[src/rtl/uart_receiver.sv]
// uart_receiver: 16x-oversampled UART receive path with baud generator, optional parity,
// one or two stop bits, and sticky data/parity flags held until cleared.
module uart_receiver (
    input  logic       clk,
    input  logic       reset,
    input  logic       rx,
    input  logic       clear_flag,
    input  logic [4:0] config_reg,
    output logic       flag_data_received,
    output logic       flag_parity_error,
    output logic [7:0] data_exracted
);
    typedef enum logic [2:0] {IDLE, START, DATA, PARITY, STOP1, STOP2} state_t;
    state_t     state, state_n;
    logic [1:0] sync;
    logic       rx_s;
    logic [9:0] div, baud_cnt;
    logic       tick;
    logic [3:0] cnt, cnt_n;
    logic [2:0] idx, idx_n;
    logic [8:0] shift, shift_n;
    logic       rec_n, rec_com;
    logic       par_en, par_err;
    assign rx_s = sync[1];
    always_comb div = config_reg[1:0] == 2'b00 ? 10'd800 :
                      config_reg[1:0] == 2'b01 ? 10'd400 :
                      config_reg[1:0] == 2'b10 ? 10'd200 : 10'd100;
    assign tick    = baud_cnt == div - 10'd1;
    assign par_en  = ^config_reg[3:2];
    // odd parity (01) fails when the 9-bit XOR is 0, even (10) when it is 1
    assign par_err = par_en & ((^shift) == config_reg[3]);
    always_ff @(posedge clk) begin
        if (reset) begin
            sync     <= 2'b11;
            baud_cnt <= '0;
        end else begin
            sync     <= {sync[0], rx};
            baud_cnt <= baud_cnt >= div - 10'd1 ? '0 : baud_cnt + 10'd1;
        end
    end
    always_ff @(posedge clk) begin
        if (reset) begin
            state   <= IDLE;
            cnt     <= '0;
            idx     <= '0;
            shift   <= '0;
            rec_com <= 1'b0;
        end else begin
            state   <= state_n;
            cnt     <= cnt_n;
            idx     <= idx_n;
            shift   <= shift_n;
            rec_com <= rec_n;
        end
    end
    always_comb begin
        state_n = state;
        cnt_n   = cnt;
        idx_n   = idx;
        shift_n = shift;
        rec_n   = 1'b0;
        if (tick) begin
            cnt_n = cnt + 4'd1;
            case (state)
                IDLE: begin
                    cnt_n   = '0;
                    state_n = rx_s ? IDLE : START;
                end
                START: if (cnt == 4'd6) begin
                    cnt_n   = '0;
                    state_n = rx_s ? IDLE : DATA;
                    idx_n   = '0;
                    shift_n = rx_s ? shift : 9'd0;
                end
                DATA: if (cnt == 4'd15) begin
                    cnt_n        = '0;
                    shift_n[idx] = rx_s;
                    idx_n        = idx + 3'd1;
                    state_n      = idx != 3'd7 ? DATA : par_en ? PARITY : STOP1;
                end
                PARITY: if (cnt == 4'd15) begin
                    cnt_n      = '0;
                    shift_n[8] = rx_s;
                    state_n    = STOP1;
                end
                STOP1: if (cnt == 4'd15) begin
                    cnt_n   = '0;
                    rec_n   = ~config_reg[4];
                    state_n = config_reg[4] ? STOP2 : IDLE;
                end
                STOP2: if (cnt == 4'd15) begin
                    cnt_n   = '0;
                    rec_n   = 1'b1;
                    state_n = IDLE;
                end
                default: state_n = IDLE;
            endcase
        end
    end
    always_ff @(posedge clk) begin
        if (reset) begin
            flag_data_received <= 1'b0;
            flag_parity_error  <= 1'b0;
            data_exracted      <= '0;
        end else if (rec_com) begin
            flag_data_received <= 1'b1;
            flag_parity_error  <= par_err;
            data_exracted      <= shift[7:0];
        end else if (clear_flag) begin
            flag_data_received <= 1'b0;
            flag_parity_error  <= 1'b0;
        end
    end
endmodule

[config.mk]
export PLATFORM = sky130hd
export DESIGN_NAME = uart_receiver
export DESIGN_NICKNAME = d
export VERILOG_FILES = /design/src/rtl/uart_receiver.sv
export SDC_FILE = /design/constraint.sdc
export NUM_CORES = 1
export LEC_CHECK = 0
export CORE_AREA = 10 10 76 78
export DETAILED_ROUTE_END_ITERATION = 12
export DIE_AREA = 0 0 86 88
export HOLD_SLACK_MARGIN = 0.1
export PLACE_DENSITY = 0.81
export SYNTH_ARGS = -nofsm -noshare
export SYNTH_HDL_FRONTEND = slang
export SYNTH_SLANG_ARGS = --single-unit
[constraint.sdc]
create_clock -name clk -period 2.7 [get_ports clk]
set_input_delay 0.54 -clock clk [delete_from_list [all_inputs] [get_ports clk]]
set_output_delay 0.54 -clock clk [all_outputs]
set_load 0.1 [all_outputs]
==> run metrics <==
Synth Area per Inst 9.44 µm²; Slew HR 60.2%; Synth Register Bits 42; DIE AREA 7570 µm²; Initial DRT Pass Iterations 4; Placer Congestion 0.817; # IOs 19; PwrDens 409 nW/µm²; Setup Viol. Count Final 0; Reg clk slew, reported paths 80 ps; CTS buffer count 5; initial antenna violation count 0; worst skew pair latency 290 ps; synthesis-to-layout area growth 14.6%; Hold WS 423 ps; Syn Std Cell Area 2400 µm²; total power 1.12 mW; maxcap violations 0; CP required 2890 ps; postcts setup bufs 0; share of cells above drive strength 1 17.1%; unrepaired setup endpoints after global routing no; vias per inst 5.45; DRC 0; Crit Path Max Fanout 8; final hold vios 0; CTS max path bufs 2; CTS Root Cell clkbuf_8; FFs w/ async S/R, synth 0%; drt total wl 4610 µm; DIE WIDTH 86 µm; Core Region 4290 µm²; post-synthesis sequential area ratio 35.1%; die outline height 88 µm; diodes inserted 0; dominant cells by area after synthesis dfxtp_1 35%, ha_1 8.9%, xnor2_1 5.5%, nor2_1 5.0%, mux2i_1 4.2%; global route total overflow 0; antenna viol nets, final 0; non-filler cells, final 333; first-pass GRT wire length 7710 µm; hpwl dp 3300 µm; Worst Path Arrival 2550 ps; vias in the first global route 1681; Compound-Gate Fraction of Synth Area 12.9%; Post-synth EDFFs 0; Final #Nets 306; post-synth top area share 35.1%; Worst setup EP type register; vias 1815; worst slew pin tran 596 ps; min-delay worst type register to register; initial core utilization 55.9%; worst vdd ir 0.379 mV; count of port buffers added during placement 18; number of DRC markers in iteration 0 94; status completed; Clock Skew 3.10 ps; Synth Area in Simple Gates 24.8%; cell leakage power 1.18 nW; Crit Path Class input pin to register; largest net degree at the start of global routing 25; H-tree depth 2; synth warn 0; Synthesized Nets 280; largest family of logic cells by synthesized area simple AND/OR/NAND/NOR gates; routed len/inst 13.8 µm; post-synthesis cell count 254; CTS tree yes; Setup Total Neg Slack 0 ps; GRT Total Usage 12.2%; Post-Route Utilization 64.0%; Placed Instances 325; leading area contributor after synthesis dfxtp_1; Slew Limit Fails 0; post-synthesis adder-cell area fraction 9.29%; mux contribution to synthesized area 4.17%; xor/xnor share of the synthesized area 8.40%; Synth cell types 48; final period utilization 87.4%; # clock sinks 42; CP Launch Type input pin; Rows 24; Max Fclk 424 MHz; ys flop type dfxtp_1; minimum clock period 2360 ps
## area by class of cell
class                   instances  area, µm²
fillers                       376       1550
multi-input cells             189       1460
flip-flops and latches         42        841
repair buffers                 30        250
clock buffers                   6       72.6
well taps                      52       65.1
inverters                      12       45.0
clock inverters                 2       13.8
## critical path, stage by stage
cell and delay (ps):
dlymetal6s2s_1 130, buf_4 140, ha_1 190, or2_4 260
ha_4 270, nand4_4 130, a21oi_4 270, a41oi_4 230
a221o_1 380
## cells in the mapped netlist (2+ instances only)
| master | instances |
|---|---|
| dfxtp_1 | 42 |
| nor2_1 | 32 |
| ha_1 | 17 |
| xnor2_1 | 15 |
| a21oi_1 | 12 |
| inv_1 | 12 |
| mux2i_1 | 10 |
| nand2_1 | 10 |
| nand3_1 | 9 |
| xor2_1 | 8 |
| a221o_1 | 7 |
| and3b_1 | 7 |
| and3_1 | 6 |
| clkbuf_1 | 5 |
| nand3b_1 | 4 |
| nor3_1 | 4 |
| nor3b_1 | 4 |
| o21ai_0 | 4 |
| or2_2 | 4 |
| buf_6 | 3 |
| a21o_1 | 2 |
| and4_1 | 2 |
| clkbuf_8 | 2 |
| nand2_2 | 2 |
| nand2b_1 | 2 |
| nand4_1 | 2 |
| nor4b_1 | 2 |
| o211ai_2 | 2 |
| o21bai_1 | 2 |
| o22ai_1 | 2 |
| or3_1 | 2 |
## final timing paths
| path | from | endpoint | cells past startpoint | slack [ps] |
|---|---|---|---|---|
| max | config_reg[0] | shift[6]$_SDFFE_PP0P_ | 9 | 340 |
| min | sync[0]$_SDFF_PP1_ | sync[1]$_SDFF_PP1_ | 1 | 420 |
| max reg2reg | baud_cnt[8]$_SDFF_PP0_ | shift[6]$_SDFFE_PP0P_ | 5 | 870 |
| min reg2reg | sync[0]$_SDFF_PP1_ | sync[1]$_SDFF_PP1_ | 1 | 420 |
## cell usage in the layout (no fill, tap or decap), types with 7 or more instances in the layout
master   Yosys  layout
a21oi_1     12      12
nand3_1      9       8
dfxtp_1     42      42
nand2_1     10      10
inv_1       12      12
and3b_1      7       7
mux2i_1     10      10
xnor2_1     15      15
buf_4        0      22
ha_1        17      16
nor2_1      32      32
a221o_1      7       7
xor2_1       8       8
## per-layer routing
metal | track usage [%] | part of all wire [%] | up-vias | wire, µm
met1 | 15.6 | 50 | 845 | 2280
li1 | - | - | 941 | -
met5 | 0 | 0 | - | 0
met3 | 3.25 | 3.4 | 6 | 158
met4 | 4.34 | 1.1 | 0 | 53
met2 | 19.3 | 46 | 23 | 2120
## flip-flops by register name, summed over array words and instances (netlist names)
register and flops:
data_exracted 8, flag_data_received 1, shift 9, baud_cnt 10
state 3, flag_parity_error 1, idx 3, sync 2
rec_com 1, cnt 4
## logic make-up after synthesis
group | after synthesis
DFF | 42
and+or+nand+nor | 100
adders and majority gates | 18
buffers and inverters | 23
AOI/OAI and AO/OA | 38
muxes | 10
xor gates and xnor gates | 23
## report_power, final
group          switching, mW  total [mW]  internal, mW
Sequential           0.00558       0.630         0.625
Combinational         0.0484      0.0914        0.0430
Clock                  0.220       0.402         0.183
Total                  0.274        1.12         0.850
## timing repair
item	4_1_cts	5_1_grt
gates resized for setup	0	7
hold buffers	0	0
endpoints found under the setup margin	2	20
pin swaps	1	6
cloned	0	0
## metrics by stage
stage | area, µm² | setup WS, ps
final | 2750 | 340
after floorplan | 2400 | 331
after global placement | 2630 | -258
after CTS | 2710 | 6.44
after global routing | 2750 | 259
after detailed placement | 2630 | -307
(Power assumes the default switching activity.)
==> variant 1 (same flow settings) <==
Reset style: asynchronous (`reset`), changed in 3 clocked blocks.
--- a/src/rtl/uart_receiver.sv
+++ b/src/rtl/uart_receiver.sv
@@ -29,7 +29,7 @@
     assign par_en  = ^config_reg[3:2];
     // odd parity (01) fails when the 9-bit XOR is 0, even (10) when it is 1
     assign par_err = par_en & ((^shift) == config_reg[3]);
-    always_ff @(posedge clk) begin
+    always_ff @(posedge clk or posedge reset) begin
         if (reset) begin
             sync     <= 2'b11;
             baud_cnt <= '0;
@@ -38,7 +38,7 @@
             baud_cnt <= baud_cnt >= div - 10'd1 ? '0 : baud_cnt + 10'd1;
         end
     end
-    always_ff @(posedge clk) begin
+    always_ff @(posedge clk or posedge reset) begin
         if (reset) begin
             state   <= IDLE;
             cnt     <= '0;
@@ -97,7 +97,7 @@
             endcase
         end
     end
-    always_ff @(posedge clk) begin
+    always_ff @(posedge clk or posedge reset) begin
         if (reset) begin
             flag_data_received <= 1'b0;
             flag_parity_error  <= 1'b0;
Check against the original RTL: no difference found for any inputs over 10 cycles, from zero or initial values and one cycle with reset high; that may be too few to reach the edited logic, so the function may still have changed.
==> variant 1 against the unedited design <==
  * Synthesized area rose by 6.4%
  * Setup slack got worse by 89 ps
  * Routed wire length increased by 14%
  * Sequential cell count unchanged
  * Cell area up 6.2%
  * Maximum frequency decreased by 3.6%
  * Count of clock-buffer cells in the layout is 1 higher
  * Largest cell class unchanged
Power is not compared: it rests on default switching activity, and its combinational part moved more than twofold at a synthesized area within 25%.
==> variant 1: results (changes against the unedited design) <==
| Metric | Value |
|---|---|
| Outcome | `completed` |
| R2r setup slk | `730 ps (-140 ps)` |
| Tmin final | `2450 ps (+88.8 ps)` |
| Synth area leaders | `dfrtp_1, ha_1, mux2_2` |
| Via count | `1,990 (+9.6%)` |
| Count of different cell masters after synthesis | `46 (-4.2%)` |
| Layout cells sized above 1 | `20.1% (+3.1 points)` |
| Slew HR | `51.1% (-9.1 points)` |
| Register area share after synthesis | `41.3% (+6.2 points)` |
| Clock Latency Late Sink | `approximately 300 ps` |
| Post-Route WL | `5260 um (+14%)` |
| WHS | `358 ps (-65.2 ps)` |
| Async set-or-reset flop fraction in the synthesized netlist | `100% (+100 points)` |
| Syn Nets | `272 (-2.9%)` |
| DP Wirelength | `3800 um (+15%)` |
| Tot GR Track Use | `14.8% (+2.6 points)` |
| Main synth FF type | `dfrtp_1` |
| Psw | `a little over 500 uW` |
| Fin nets | `293 (-4.2%)` |
| Placed cells | `312 (-4.0%)` |
| DR iter-0 viols | `109 (+16%)` |
| Peak supply drop | `between 0.0005 and 0.0006 V` |
| Cells after Synth | `246 (-3.1%)` |
| Vias per cell | `6.22 (+14%)` |
| CP Data Arrival Time | `2650 ps (+100 ps)` |
| Maximum number of pins on one net before global-route repair | `43 (+72%)` |
| Area after DPL | `0.00279 mm^2 (+6.2%)` |
| Post-synth top cells | `dfrtp_1, ha_1, inv_1` |
| # Post-CTS Setup Buffers | `0 (unchanged)` |
| Setup Skew | `4.08 ps (+0.979 ps)` |
| First-pass GRT wire length | `9270 um (+20%)` |
| Crit path max fanout | `4 (-4)` |
| Pre-CTS setup slack | `-396 ps (-89.3 ps)` |
| Gpl congestion | `0.863 (+5.7%)` |
## variant 1: changes by cell type after synthesis, sizes merged, moves of 6 or more
cell	before	now
o41ai	0	10
mux2	0	10
xnor2	15	8
a221o	7	1
dfxtp	42	0
a2111oi	0	12
nor2	34	8
and3b	7	0
mux2i	10	2
dfrtp	0	40
o21ai	4	13
## variant 1: metal layers
metal | GRT usage [%] | up-vias | share of wire, %
met5 | 0 | - | 0
met4 | 5.24 | 0 | 1.3
met3 | 3.62 | 7 | 4.1
met2 | 24.3 | 40 | 49
met1 | 18.6 | 982 | 46
li1 | - | 961 | -
## variant 1: layout make-up
class / count / area [um^2]
Multi-Input combinational cell: 174 / 1410
Tap cell: 52 / 65.1
Timing Repair Buffer: 29 / 239
Inverter: 15 / 56.3
Sequential cell: 42 / 1050
Clock inverter: 1 / 8.76
Clock buffer: 7 / 86.3
Fill cell: 333 / 1380
## variant 1: timing repair
item	CTS	global route
pin swaps	2	0
endpoints found under the setup margin	8	17
gates resized for setup	6	6
## variant 1: worst max-delay path, stage by stage
cell           delay, ps
dlygate4sd2_1        270
inv_1                 90
ha_1                 190
nor2_2                50
buf_4                120
ha_1                 280
and4_4               240
buf_4                100
and4_4               230
nand4_1              220
o31ai_1              310
## variant 1: final timing paths
check,from,to,cells past startpoint
worst max register to register,baud_cnt[7],shift[1],6
worst min-delay path,sync[0],sync[1],0
worst min register to register,sync[0],sync[1],0
max in group asynchronous,reset,sync[0],3
min in group asynchronous,reset,data_exracted[0],3
worst max-delay path,config_reg[0],shift[1],11
## variant 1: kinds of logic (layout without fill, tap and decap cells)
family	after synthesis	count (layout)	share of synthesized area, %
fa+ha+maj	17	17	8.33
xor+xnor	19	19	7.06
mux	12	12	5.20
simple gates	58	58	13.4
buf+inv	30	52	4.80
compound gates	68	68	19.9
flops	42	42	41.3
## variant 1: stage by stage
step / util, % / total power [uW]
2_1_floorplan: - / 1020
5_1_grt: 67.9 / 1660
3_3_place_gp: 64.9 / 1110
3_5_place_dp: 64.9 / 1130
4_1_cts: 67.4 / 1570
6_report: 67.9 / 1570
## variant 1: power by group through the flow
stage                     Clock, uW  Sequential [uW]  Combinational (uW)
after floorplan                   0              746                 277
after global placement            0              775                 335
after detailed placement          0              778                 349
after CTS                       446              767                 359
after global routing            468              782                 411
final                           437              770                 360
==> variant 2 (same flow settings) <==
Made on the original files. `shift` no longer has a reset.
--- a/src/rtl/uart_receiver.sv
+++ b/src/rtl/uart_receiver.sv
@@ -43,15 +43,17 @@
             state   <= IDLE;
             cnt     <= '0;
             idx     <= '0;
-            shift   <= '0;
             rec_com <= 1'b0;
         end else begin
             state   <= state_n;
             cnt     <= cnt_n;
             idx     <= idx_n;
-            shift   <= shift_n;
             rec_com <= rec_n;
         end
+    end
+
+    always_ff @(posedge clk) begin
+        shift <= shift_n;
     end
     always_comb begin
         state_n = state;
Check against the original RTL: no difference found for any inputs over 10 cycles, from zero or initial values and one cycle with reset high; that may be too few to reach the edited logic, so the function may still have changed.
==> variant 2 against the unedited design <==
  * Sequential cell count stayed put
  * Routed wire length is 7.8% higher
  * Critical path depth stayed put
  * Total power is 3.5% higher
  * Die area stayed put
  * Non-clock buffer count is 4 higher
  * Count of clock-buffer cells in the layout is 1 lower
  * Cell area is 2.0% higher
  * Register-to-register slack worse by 470 ps
  * First-iteration DRC count is 69% higher
  * Setup slack worse by 320 ps
  * Synthesized area is 4.6% lower
  * Largest power group unchanged
  * Highest routed layer unchanged
==> variant 2: results (changes against the unedited design) <==
| Metric | Value |
|---|---|
| Register area share after synthesis | `40.7% (+5.6 points)` |
| R2R cell count | `5 (unchanged)` |
| Gpl congestion | `0.804 (-1.6%)` |
| Wire length on met2 | `2430 um (+15%)` |
| WL/cell | `14.8 um (+6.9%)` |
| Leak Pwr | `0.00110 uW (-7.0%)` |
| Initial antenna violation count | `0 (unchanged)` |
| Highest Clock Rate | `374 MHz (-12%)` |
| Outcome | `completed` |
| Via count | `1,843 (+1.5%)` |
| Area after DPL | `0.00260 mm^2 (-1.1%)` |
| Syn avg cell area | `8.97 um^2 (-5.0%)` |
| R2r setup slk | `400 ps (-470 ps)` |
| Syn Nets | `281 (+0.36%)` |
| Layout cells sized above 1 | `18.0% (+0.88 points)` |
| Regs by FF count | `baud_cnt: 10 flops, shift: 9 flops, data_exracted: 8 flops` |
| Critical Path Max Stage Delay | `450 ps (+70 ps)` |
| First-pass GRT wire length | `8450 um (+9.6%)` |
| DR WL met3 | `174 um (+10%)` |
| Synth area leaders | `dfxtp_1, edfxtp_1, ha_1` |
| Clock slew at reported path FFs | `80 ps (about the same)` |
| Pre-CTS setup slack | `-809 ps (-502 ps)` |
| Yosys warns | `0 (unchanged)` |
| Setup Skew | `8.05 ps (+4.95 ps)` |
| EDFF count, synth | `9 (+9)` |
| CP Data Arrival Time | `2650 ps (+100 ps)` |
| Count of different cell masters after synthesis | `40 (-17%)` |
| Placed cells | `321 (-1.2%)` |
| Peak supply drop | `0.000271 V (-28%)` |
| DR iter-0 viols | `159 (+69%)` |
| Slowest cell on crit path | `a2111o_1` |
| Worst Setup SP | `config_reg[1]` |
| Reg2reg end | `shift[2]` |
| Crit Reg-Reg Startpoint | `baud_cnt[2]` |
| Fin nets | `309 (+0.98%)` |
| Post-synth top cells | `nor2_1, dfxtp_1, ha_1, mux2i_1, nand2_1` |
| Clock Tree Root | `clkbuf_8` |
| DP Wirelength | `3400 um (+3.0%)` |
| Post-Route WL | `4970 um (+7.8%)` |
| Tot GR Track Use | `13.6% (+1.4 points)` |
| M1 WL | `2270 um (-0.61%)` |
| Maximum number of pins on one net before global-route repair | `16 (-36%)` |
| Slew HR | `62.5% (+2.3 points)` |
| Vias in the first global route | `1,845 (+9.8%)` |
==> variant 2: critical path: cells and delay by family <==
kind,cells,cell delay (ps)
AO/OA/AOI/OAI,2,790
XOR/XNOR,1,140
adder cells (fa/ha/maj),2,450
buffers and inverters,2,230
AND/OR/NAND/NOR,2,510
==> variant 2: per-layer routing <==
metal  GRT usage (%)  vias up
met5               0        -
met4            6.29        0
met3            3.06        7
met2            22.0       39
met1            16.8      868
li1                -      929
==> variant 2: power breakdown <==
part	total (uW)	internal (uW)	switching, uW
Combinational	89.4	46.7	42.7
Clock	424	187	238
Sequential	650	643	7.04
Total	1160	876	287
==> variant 2: through the flow <==
stage	setup TNS [ps]	hold slack [ps]
4_1_cts	0	419
2_1_floorplan	-1230	389
3_3_place_gp	-12930	393
6_report	0	416
3_5_place_dp	-14740	396
5_1_grt	-287	431
==> variant 2: worst min path at each step <==
stage	to	slack (ps)	cells after the start
after floorplan	sync[1]	390	1
after global placement	sync[1]	390	1
after detailed placement	sync[1]	400	1
after CTS	sync[1]	420	1
after global routing	sync[1]	430	1
final	sync[1]	420	1
==> variant 2: what timing repair did <==
action,in CTS,in global routing
setup buffers,6,2
resized for setup,13,13
pin swaps,7,6
endpoints found under the setup margin,19,14
==> variant 2: final cells by class <==
| class | instances | area, um^2 |
|---|---|---|
| tap | 52 | 65.1 |
| inverter | 14 | 67.6 |
| clock inverter | 3 | 25.0 |
| clock buffer | 5 | 68.8 |
| timing repair buffer | 34 | 290 |
| multi-input combinational | 186 | 1350 |
| fill | 346 | 1490 |
| sequential | 42 | 931 |
==> variant 2: cells by family after synthesis <==
logic type	count (synthesis)	synth area share [%]
buf+inv	27	4.48
fa+ha+maj	17	9.29
mux	17	7.44
simple gates	98	20.9
compound gates	33	9.13
flops	42	40.7
xor+xnor	21	8.04
